==> src/rtl/ro_bank_ctrl.sv <==
// ro_bank_ctrl: register-mapped controller for a bank of NUM_CH ring oscillators.
//   Provides per-channel enable masks, free-running or cycle-timed run windows,
//   per-channel synchronised activity counters and status/counter readback.
// Ports:
//   clk_main_a0, rst_main      clock, async active-high reset
//   wr_addr/wready/wdata       single-cycle register write strobe
//   arvalid_q/araddr_q         one-cycle read request
//   rready/rvalid/rdata/rresp  read response handshake (rresp always OKAY)
//   ro_en[NUM_CH]              registered RO enables, EN_MASK while in RUN
//   ro_out[NUM_CH]             raw RO outputs, asynchronous to clk_main_a0
//   run_active                 high while in RUN
//   done_pulse                 one-cycle pulse on a timed RUN->DONE

// Per-channel synchroniser, edge detector and saturating activity counter.
module ro_bank_ch #(
  parameter int COUNT_W     = 32,
  parameter int SYNC_STAGES = 2
) (
  input  logic               clk_main_a0,
  input  logic               rst_main,
  input  logic               ro_raw,
  input  logic               run,
  input  logic               clr,
  output logic               synced,
  output logic [COUNT_W-1:0] cnt
);
  logic [SYNC_STAGES-1:0] sync_q;
  logic                   prev_q;
  logic                   rise;

  assign synced = sync_q[SYNC_STAGES-1];
  assign rise   = synced & ~prev_q;

  always_ff @(posedge clk_main_a0 or posedge rst_main) begin
    if (rst_main) begin
      sync_q <= '0;
      prev_q <= 1'b0;
      cnt    <= '0;
    end else begin
      sync_q <= {sync_q[SYNC_STAGES-2:0], ro_raw};
      prev_q <= synced;
      // Clear wins over a same-cycle edge; counter sticks at all-ones.
      if (clr)
        cnt <= '0;
      else if (run && rise && (cnt != {COUNT_W{1'b1}}))
        cnt <= cnt + 1'b1;
    end
  end
endmodule

module ro_bank_ctrl #(
  parameter int          NUM_CH      = 4,
  parameter int          COUNT_W     = 32,
  parameter int          SYNC_STAGES = 2,
  parameter logic [31:0] BASE_ADDR   = 32'h0000_0600,
  parameter logic [31:0] UNIMPL_VAL  = 32'hDEAD_BEEF
) (
  input  logic              clk_main_a0,
  input  logic              rst_main,
  input  logic [31:0]       wr_addr,
  input  logic              wready,
  input  logic [31:0]       wdata,
  input  logic              arvalid_q,
  input  logic [31:0]       araddr_q,
  input  logic              rready,
  output logic              rvalid,
  output logic [31:0]       rdata,
  output logic [1:0]        rresp,
  output logic [NUM_CH-1:0] ro_en,
  input  logic [NUM_CH-1:0] ro_out,
  output logic              run_active,
  output logic              done_pulse
);
  localparam logic [1:0] ST_IDLE = 2'd0;
  localparam logic [1:0] ST_RUN  = 2'd1;
  localparam logic [1:0] ST_DONE = 2'd2;

  logic [31:0]       wr_off, rd_off;
  logic              ctrl_wr, start, stop, clr_cnt;
  logic [31:0]       scratch_q, duration_q, timer_q;
  logic [NUM_CH-1:0] en_mask_q;
  logic              timed_q;
  logic [1:0]        state_q, state_d;
  logic [NUM_CH-1:0] ro_en_d;
  logic              done_d;
  logic [NUM_CH-1:0] synced;
  logic [NUM_CH-1:0][COUNT_W-1:0] cnt;
  logic [31:0]       rd_val;

  assign wr_off  = wr_addr - BASE_ADDR;
  assign rd_off  = araddr_q - BASE_ADDR;
  assign ctrl_wr = wready && (wr_off == 32'h04);
  assign start   = ctrl_wr && wdata[0];
  assign stop    = ctrl_wr && wdata[1];
  assign clr_cnt = ctrl_wr && wdata[2];

  // Configuration registers and run timer
  always_ff @(posedge clk_main_a0 or posedge rst_main) begin
    if (rst_main) begin
      scratch_q  <= '0;
      en_mask_q  <= '0;
      duration_q <= '0;
      timer_q    <= '0;
      timed_q    <= 1'b0;
    end else begin
      if (wready && wr_off == 32'h00) scratch_q  <= wdata;
      if (wready && wr_off == 32'h08) en_mask_q  <= wdata[NUM_CH-1:0];
      if (wready && wr_off == 32'h0C) duration_q <= wdata;
      // STOP beats START; a timer of zero on START means free-run.
      if (stop) begin
        timer_q <= '0;
        timed_q <= 1'b0;
      end else if (start) begin
        timer_q <= duration_q;
        timed_q <= (duration_q != '0);
      end else if (state_q == ST_RUN && timed_q && timer_q != '0) begin
        timer_q <= timer_q - 1'b1;
      end
    end
  end

  // FSM: state register
  always_ff @(posedge clk_main_a0 or posedge rst_main) begin
    if (rst_main) begin
      state_q    <= ST_IDLE;
      ro_en      <= '0;
      done_pulse <= 1'b0;
    end else begin
      state_q    <= state_d;
      ro_en      <= ro_en_d;
      done_pulse <= done_d;
    end
  end

  // FSM: next state
  always_comb begin
    state_d = state_q;
    case (state_q)
      ST_RUN: begin
        if (stop)                         state_d = ST_IDLE;
        else if (start)                   state_d = ST_RUN;
        else if (timed_q && timer_q == 1) state_d = ST_DONE;
      end
      default: begin
        if (stop)       state_d = ST_IDLE;
        else if (start) state_d = ST_RUN;
      end
    endcase
  end

  // FSM: outputs, registered from next state so ro_en tracks RUN exactly
  always_comb begin
    ro_en_d = (state_d == ST_RUN) ? en_mask_q : '0;
    done_d  = (state_q == ST_RUN) && (state_d == ST_DONE);
  end

  assign run_active = (state_q == ST_RUN);

  genvar g;
  generate
    for (g = 0; g < NUM_CH; g++) begin : g_ch
      ro_bank_ch #(.COUNT_W(COUNT_W), .SYNC_STAGES(SYNC_STAGES)) u_ch (
        .clk_main_a0 (clk_main_a0),
        .rst_main    (rst_main),
        .ro_raw      (ro_out[g]),
        .run         (run_active),
        .clr         (clr_cnt),
        .synced      (synced[g]),
        .cnt         (cnt[g])
      );
    end
  endgenerate

  // Read decode; CTRL is write-only and reads back as zero.
  always_comb begin
    rd_val = UNIMPL_VAL;
    case (rd_off)
      32'h00: rd_val = scratch_q;
      32'h04: rd_val = '0;
      32'h08: begin rd_val = '0; rd_val[NUM_CH-1:0] = en_mask_q; end
      32'h0C: rd_val = duration_q;
      32'h10: begin
        rd_val = '0;
        rd_val[31:30] = state_q;
        rd_val[NUM_CH-1:0] = synced;
      end
      32'h14: rd_val = timer_q;
      default: begin
        for (int i = 0; i < NUM_CH; i++) begin
          if (rd_off == 32'h20 + 32'(4 * i)) begin
            rd_val = '0;
            rd_val[COUNT_W-1:0] = cnt[i];
          end
        end
      end
    endcase
  end

  // Read response: capture on request, hold until accepted; requests
  // arriving while a response is pending are dropped.
  always_ff @(posedge clk_main_a0 or posedge rst_main) begin
    if (rst_main) begin
      rvalid <= 1'b0;
      rdata  <= '0;
    end else if (arvalid_q && !rvalid) begin
      rvalid <= 1'b1;
      rdata  <= rd_val;
    end else if (rvalid && rready) begin
      rvalid <= 1'b0;
      rdata  <= '0;
    end
  end

  assign rresp = 2'b00;
endmodule

==> config.mk <==
export PLATFORM = sky130hd
export DESIGN_NAME = ro_bank_ctrl
export DESIGN_NICKNAME = d
export VERILOG_FILES = /design/src/rtl/ro_bank_ctrl.sv
export SDC_FILE = /design/constraint.sdc
export NUM_CORES = 1
export LEC_CHECK = 0
export CORE_ASPECT_RATIO = 2
export CORE_MARGIN = 2
export CORE_UTILIZATION = 45
export DETAILED_ROUTE_END_ITERATION = 6
export PLACE_DENSITY = 0.62
export SETUP_SLACK_MARGIN = 0.02
export SLEW_MARGIN = 5
export SYNTH_ARGS = -nofsm -noshare
export SYNTH_HDL_FRONTEND = slang
export SYNTH_SLANG_ARGS = --single-unit
==> constraint.sdc <==
create_clock -name clk_main_a0 -period 9.86 [get_ports clk_main_a0]
set_input_delay 0.986 -clock clk_main_a0 [delete_from_list [all_inputs] [get_ports clk_main_a0]]
set_output_delay 0.986 -clock clk_main_a0 [all_outputs]
set_load 0.01 [all_outputs]
# After elaboration in Yosys (flattened, before gate mapping)
# Index checks and enable logic that the tools add are counted.
[word_totals]
in_bits = 105
output_inout_bits = 41
regBits = 281
elab_cells = 119
[classes]
reduce_logical = 33
addsub = 7
n_eq_ne = 20
muxes = 29
n_bitwise = 8
[op_table]
columns = ["op", "n"]
rows = [
  ["two-way mux 32 bit", 17],
  ["case mux 32 bit (6 select lines)", 1],
  ["adder 32 x 1 -> 32 bit, second input constant", 4],
  ["== test 32 x 4 -> 1 bit, second input constant", 4],
  ["== test 32 x 6 -> 1 bit, second input constant", 4],
  ["inequality test 32 bit, second input constant", 4],
  ["== test 32 x 3 -> 1 bit, second input constant", 2],
  ["== test 32 x 5 -> 1 bit, second input constant", 2],
  ["zero test 32 bit", 2],
  ["nonzero test 32 bit", 2],
  ["subtractor 32 x 11 -> 32 bit, second input constant", 2],
  ["== test 32 x 1 -> 1 bit, second input constant", 1],
  ["subtractor 32 x 1 -> 32 bit, second input constant", 1],
  ["logical AND 1 bit", 21],
  ["two-way mux 2 bit", 6],
  ["nonzero test 2 bit", 6],
  ["AND 1 bit", 4],
  ["== test 2 x 1 -> 1 bit, second input constant", 2],
  ["two-way mux 1 bit", 4],
  ["two-way mux 4 bit", 1],
  ["NOT 1 bit", 4],
  ["nonzero test 3 bit", 1],
  ["== test 2 bit, second input constant", 1],
  ["zero test 1 bit", 1],
]

# Longest topological paths before layout
[logic_depth]
depth_word = 9
depth_mapped = 12
mapped_depth_nobuf = 9

# By module
# A second synthesis with hierarchy kept.
[hier_totals]
cells_unflattened = 1668
area_unflattened_um2 = 16673.5
[by_module_without_submodules]
columns = ["mod", "cells_per_inst", "area_per_inst_um2", "seq_area_each_um2", "instances"]
rows = [
  ["ro_bank_ctrl", 848, 8685.8, 3528.4, 1],
  ["ro_bank_ch", 205, 1996.9, 875.8, 4],
]

# Worst setup path after synthesis
# Ideal clock, no wire load.
[synth_timing]
kind = "input -> register"
from = "in wr_addr[9]"
to = "reg scratch_q[0]"
setup_ps = 128
arrival_ps = 3322
path_slack_ps = 6411
path_buffers = 1
t_required_ps = 9732
path_stages = 8
cell_sequence = "ha_1 or4b_1 a211o_1 a211oi_2 nand4b_1 nor2_2 buf_4 mux2_1"
[synth_between]
elab_chain_cells = 3
[synth_rtl]
columns = ["item", "line_no", "text"]
rows = [
  ["from (decl)", "60", "input logic [31:0] wr_addr,"],
  ["subtractor 32 x 11 -> 32 bit", "90", "assign wr_off = wr_addr - BASE_ADDR;"],
  ["zero test 32 bit", "106", "if (wready && wr_off == 32'h00) scratch_q <= wdata;"],
  ["logical AND 1 bit", "106", ""],
  ["to (signal assigned)", "106", ""],
  ["to (decl)", "80", "logic [31:0] scratch_q, duration_q, timer_q;"],
]
# Every way passes these cells.
# A chain may end at the register's enable or synchronous reset.

# Worst setup path after layout
[layout_timing]
from = "in wr_addr[10]"
to = "reg g_ch[2].u_ch.cnt[29]"
[layout_between]
elab_chain_cells = 5
word_cells_on_any_way = 6
classes_between = "1 x add/sub; 1 x eq/ne; 1 x mux; 3 x reduce/logical"
[layout_rtl]
columns = ["item", "line_no", "text"]
rows = [
  ["subtractor 32 x 11 -> 32 bit (*)", "90", ""],
  ["== test 32 x 3 -> 1 bit (*)", "92", "assign ctrl_wr = wready && (wr_off == 32'h04);"],
  ["logical AND 1 bit (*)", "92", ""],
  ["logical AND 1 bit (*)", "95", "assign clr_cnt = ctrl_wr && wdata[2];"],
  ["two-way mux 32 bit / nonzero test 2 bit (equally long branches)", "n/a", ""],
  ["to (signal assigned)", "46", "cnt <= cnt + 1'b1;"],
  ["to (decl)", "25", "output logic [COUNT_W-1:0] cnt"],
]
# Every way passes the cells marked *; elsewhere a longest branch is shown, timed or not.

==> results.sh <==
export IMPL_cp_end_kind="flip-flop"
export IMPL_wirelength_um=54100
export IMPL_grt_max_degree=136
export IMPL_drt_iter0_markers=1068
export IMPL_synthCells=1643
export IMPL_ys_types=69
export IMPL_htreeDepth=1
export IMPL_crit_path_frequent_cell="buf_4"
export IMPL_synth_top_family_by_area="simple AND/OR/NAND/NOR gates"
export IMPL_gr_total_overflow=0
export IMPL_finalCriticalPeriod_ns=4.85
export IMPL_clk_latency_ns=0.56
export IMPL_yosys_area_share_simple_pct=23.2
export IMPL_antenna_found_initial=1
export IMPL_nNetsFinal=1875
export IMPL_post_cts_resized=0
export IMPL_routabilityCongestion=0.885
export IMPL_synth_area_mm2=0.0161
export IMPL_synth_edf_count=0
export IMPL_clk_root_buffer_cell="clkbuf_16"
export IMPL_synth_area_per_cell_um2=9.78
export IMPL_fmax_ghz=0.206
export IMPL_synthAdderAreaFrac_pct=0.623
export IMPL_portBuffers=143
export IMPL_pre_cts_ws_ns=4.52
export IMPL_cp_cell_sequence="clkdlybuf4s50_1 > ha_1 > or4b_1 > a211o_1 > a211oi_2 > nand4b_1 > nor3_2 > buf_4 > buf_4 > nor2_1"
export IMPL_grt_pass1_wl_um=82300
export IMPL_dieHeight_um=271
export IMPL_wl_per_cell_um=24.3
export IMPL_max_vdd_ir_drop_v=0.000118
export IMPL_rsz0062_at_grt="no"
export IMPL_initial_core_util_pct=45.8
export IMPL_die_area_mm2=0.0373
export IMPL_synth_xor_area_share_pct=8.28
export IMPL_p_per_area_mw_per_mm2=133
export IMPL_synth_compound_area_share_pct=9.12
export IMPL_ctsLongestPathBuffers=3
export IMPL_synthFlopType="dfrtp_1"
export IMPL_ys_ff_latch=281
export IMPL_cts_sinks=281
export IMPL_track_usage_pct=29.3
export IMPL_fillers=3209
export IMPL_area_delta_synth_final_pct=17.3
export IMPL_critPathKind="input pin to flip-flop"
export IMPL_leakage_nw=7.81
export IMPL_crit_path_top_delay_cell="buf_4"
export IMPL_muxShareOfSynthArea_pct=12.0
export IMPL_core_region_area_mm2=0.0351
export IMPL_hold_class="flip-flop to flip-flop"
export IMPL_maxSlewViolCount=0
export IMPL_num_vias=13800
export IMPL_hpwl_um=39700
export IMPL_setup_ws_ns=5.01
export IMPL_post_cts_repair_setup_buffers=0
export IMPL_route_detailed_drc=0
export IMPL_setup_tns_ns=0
export IMPL_critPathLaunchType="input pin"
export IMPL_clock_skew_ns=0.0254
export IMPL_cts_tree="built"
export IMPL_grt_pass1_vias=14100
export IMPL_clkSlewWorstSetupHoldPaths_ns=0.07
export IMPL_hold_slack_ns=0.343
export IMPL_die_width_um=138
export IMPL_slowest_delay_ns=0.81
export IMPL_p_total_mw=2.51
export IMPL_firstDrtPassIters=5
export IMPL_finalCritPeriodShare_pct=49.1
export IMPL_antenna_left=0
export IMPL_worstPathRequired_ns=10.25
export IMPL_synth_seq_area_share_pct=43.8
export IMPL_drv_cap=0
export IMPL_routed_via_density=6.20
export IMPL_pin_count=146
export IMPL_worstMarginPinSlew_ns=1.10
export IMPL_final_cell_area_mm2=0.0189
export IMPL_slew_headroom_pct=25.6
export IMPL_outcome="finished clean"
export IMPL_rows=97
export IMPL_cts_buffers=26
export IMPL_drive_above_1_share_pct=7.02
export IMPL_dpl_cell_area_mm2=0.0180
export IMPL_hold_viol=0
export IMPL_yosys_warnings=0
export IMPL_setup_viol=0
export IMPL_cp_arrival_ns=5.23
export IMPL_async_flop_share_pct=100
export IMPL_cts_hold_buf=0
export IMPL_cp_max_fo=88
-- critical path, delay by kind of cell --
kind	cells	cell delay (ns)
adders and majority gates	1	0.34
and+or+nand+nor	4	1.37
buffers and inverters	3	1.78
AOI/OAI and AO/OA	2	0.66
-- logic make-up (layout without fill, tap and decap cells) --
logic type / after synthesis / after routing
adder cells (fa/ha/maj): 8 / 8
AO/OA/AOI/OAI: 216 / 216
other: 1 / 4
buffers and inverters: 112 / 249
AND/OR/NAND/NOR: 729 / 729
flip-flops: 281 / 281
multiplexers: 144 / 144
XOR/XNOR: 152 / 152
-- cell usage in the layout (no fill, tap or decap), types with 6 or more instances in the layout --
cell type,instances
a211oi_1,44
mux2_2,6
clkbuf_1,8
nor3_1,70
clkbuf_8,7
or4_1,10
nand3b_1,9
nor2_1,219
clkdlybuf4s50_1,141
dfrtp_1,281
mux2_1,68
nor4_1,43
a21oi_1,52
clkbuf_16,26
a22o_1,8
nand2b_1,7
nand2_1,109
and3_1,29
inv_1,36
nand4_1,55
o21ai_0,19
nand3_1,76
mux4_2,32
or3_1,13
xor2_1,71
a31oi_1,19
nor3b_1,7
nand4b_1,7
ha_1,8
a22oi_1,28
xnor2_1,81
and4_1,21
and2_1,13
buf_4,22
mux2i_1,38
or2_2,6
-- where the power goes --
group	total [mW]	leakage (nW)	internal (mW)	switching [mW]
clock	1.05	0.423	0.594	0.461
sequential	1.21	3.16	1.18	0.0320
combinational	0.252	4.22	0.117	0.135
-- through the flow --
step           instances  utilization [%]
4_1_cts             2226             53.7
3_3_place_gp        2179             51.3
5_1_grt             2226             53.7
3_5_place_dp        2179             51.3
2_1_floorplan       1644                -
6_report            2228             53.7
-- final cells by class --
| type | instances | area (um^2) | share of cell area (%) |
|---|---|---|---|
| clock buffer | 41 | 777 | 4.12 |
| timing repair buffer | 165 | 1590 | 8.42 |
| clock inverter | 6 | 93.8 | 0.498 |
| multi-input combinational | 1251 | 8650 | 45.9 |
| tap | 445 | 557 | 2.95 |
| inverter | 37 | 146 | 0.777 |
| antenna | 2 | 5.00 | 0.0265 |
| sequential | 281 | 7030 | 37.3 |
-- state kept, by name (all words and copies together), names as in the netlist, 4 cells and up --
signal and cells:
duration_q 32, en_mask_q 4, g_ch.u_ch.cnt 128, g_ch.u_ch.prev_q 4, g_ch.u_ch.sync_q 8, rdata 32, ro_en 4, scratch_q 32
timer_q 32
-- cell usage after synthesis, drive strengths merged, types with 4 or more instances --
master,count,share of area (%)
mux2,74,5.2
nand3,77,2.4
a31oi,19,0.74
nor2b,6,0.23
xor2,71,3.9
nor3,76,2.5
a2111oi,5,0.31
and4,21,1.1
inv,37,0.86
buf,38,1.2
a21oi,53,1.7
nand2,109,2.5
nor2,220,5.2
xnor2,81,4.4
nor4b,4,0.22
o21ai,23,0.72
ha,8,0.62
nand2b,7,0.27
nor4,46,1.8
a22o,8,0.44
and3,29,1.1
nand4,55,2.1
mux2i,38,2.4
or2,7,0.27
nand3b,9,0.42
and2,14,0.54
clkbuf,37,0.86
a22oi,28,1.3
o21a,5,0.23
or4,10,0.47
nor3b,7,0.33
or3,13,0.51
dfrtp,281,44
o2111ai,5,0.27
a211oi,45,2.1
mux4,32,4.5
o31ai,4,0.19
nand4b,7,0.38
-- layer usage --
layer	GRT usage (%)	routed length, um
met1	29.3	17700
met2	54.3	29100
met3	3.51	2560
met4	20.9	4650
met5	0	0
-- worst paths after layout --
path / endpoint / cells past startpoint / start / slack [ns]
max: g_ch[2].u_ch.cnt[29] / 10 / wr_addr[10] / 5.01
min: g_ch[3].u_ch.sync_q[1] / 0 / g_ch[3].u_ch.sync_q[0] / 0.34
max reg2reg: timer_q[6] / 9 / timer_q[1] / 6.01
min reg2reg: g_ch[3].u_ch.sync_q[1] / 0 / g_ch[3].u_ch.sync_q[0] / 0.34
max in group asynchronous: g_ch[2].u_ch.cnt[25] / 3 / rst_main / 7.18
min in group asynchronous: g_ch[3].u_ch.cnt[7] / 2 / rst_main / 1.01
Note: power is estimated with default switching activity, not from simulation.
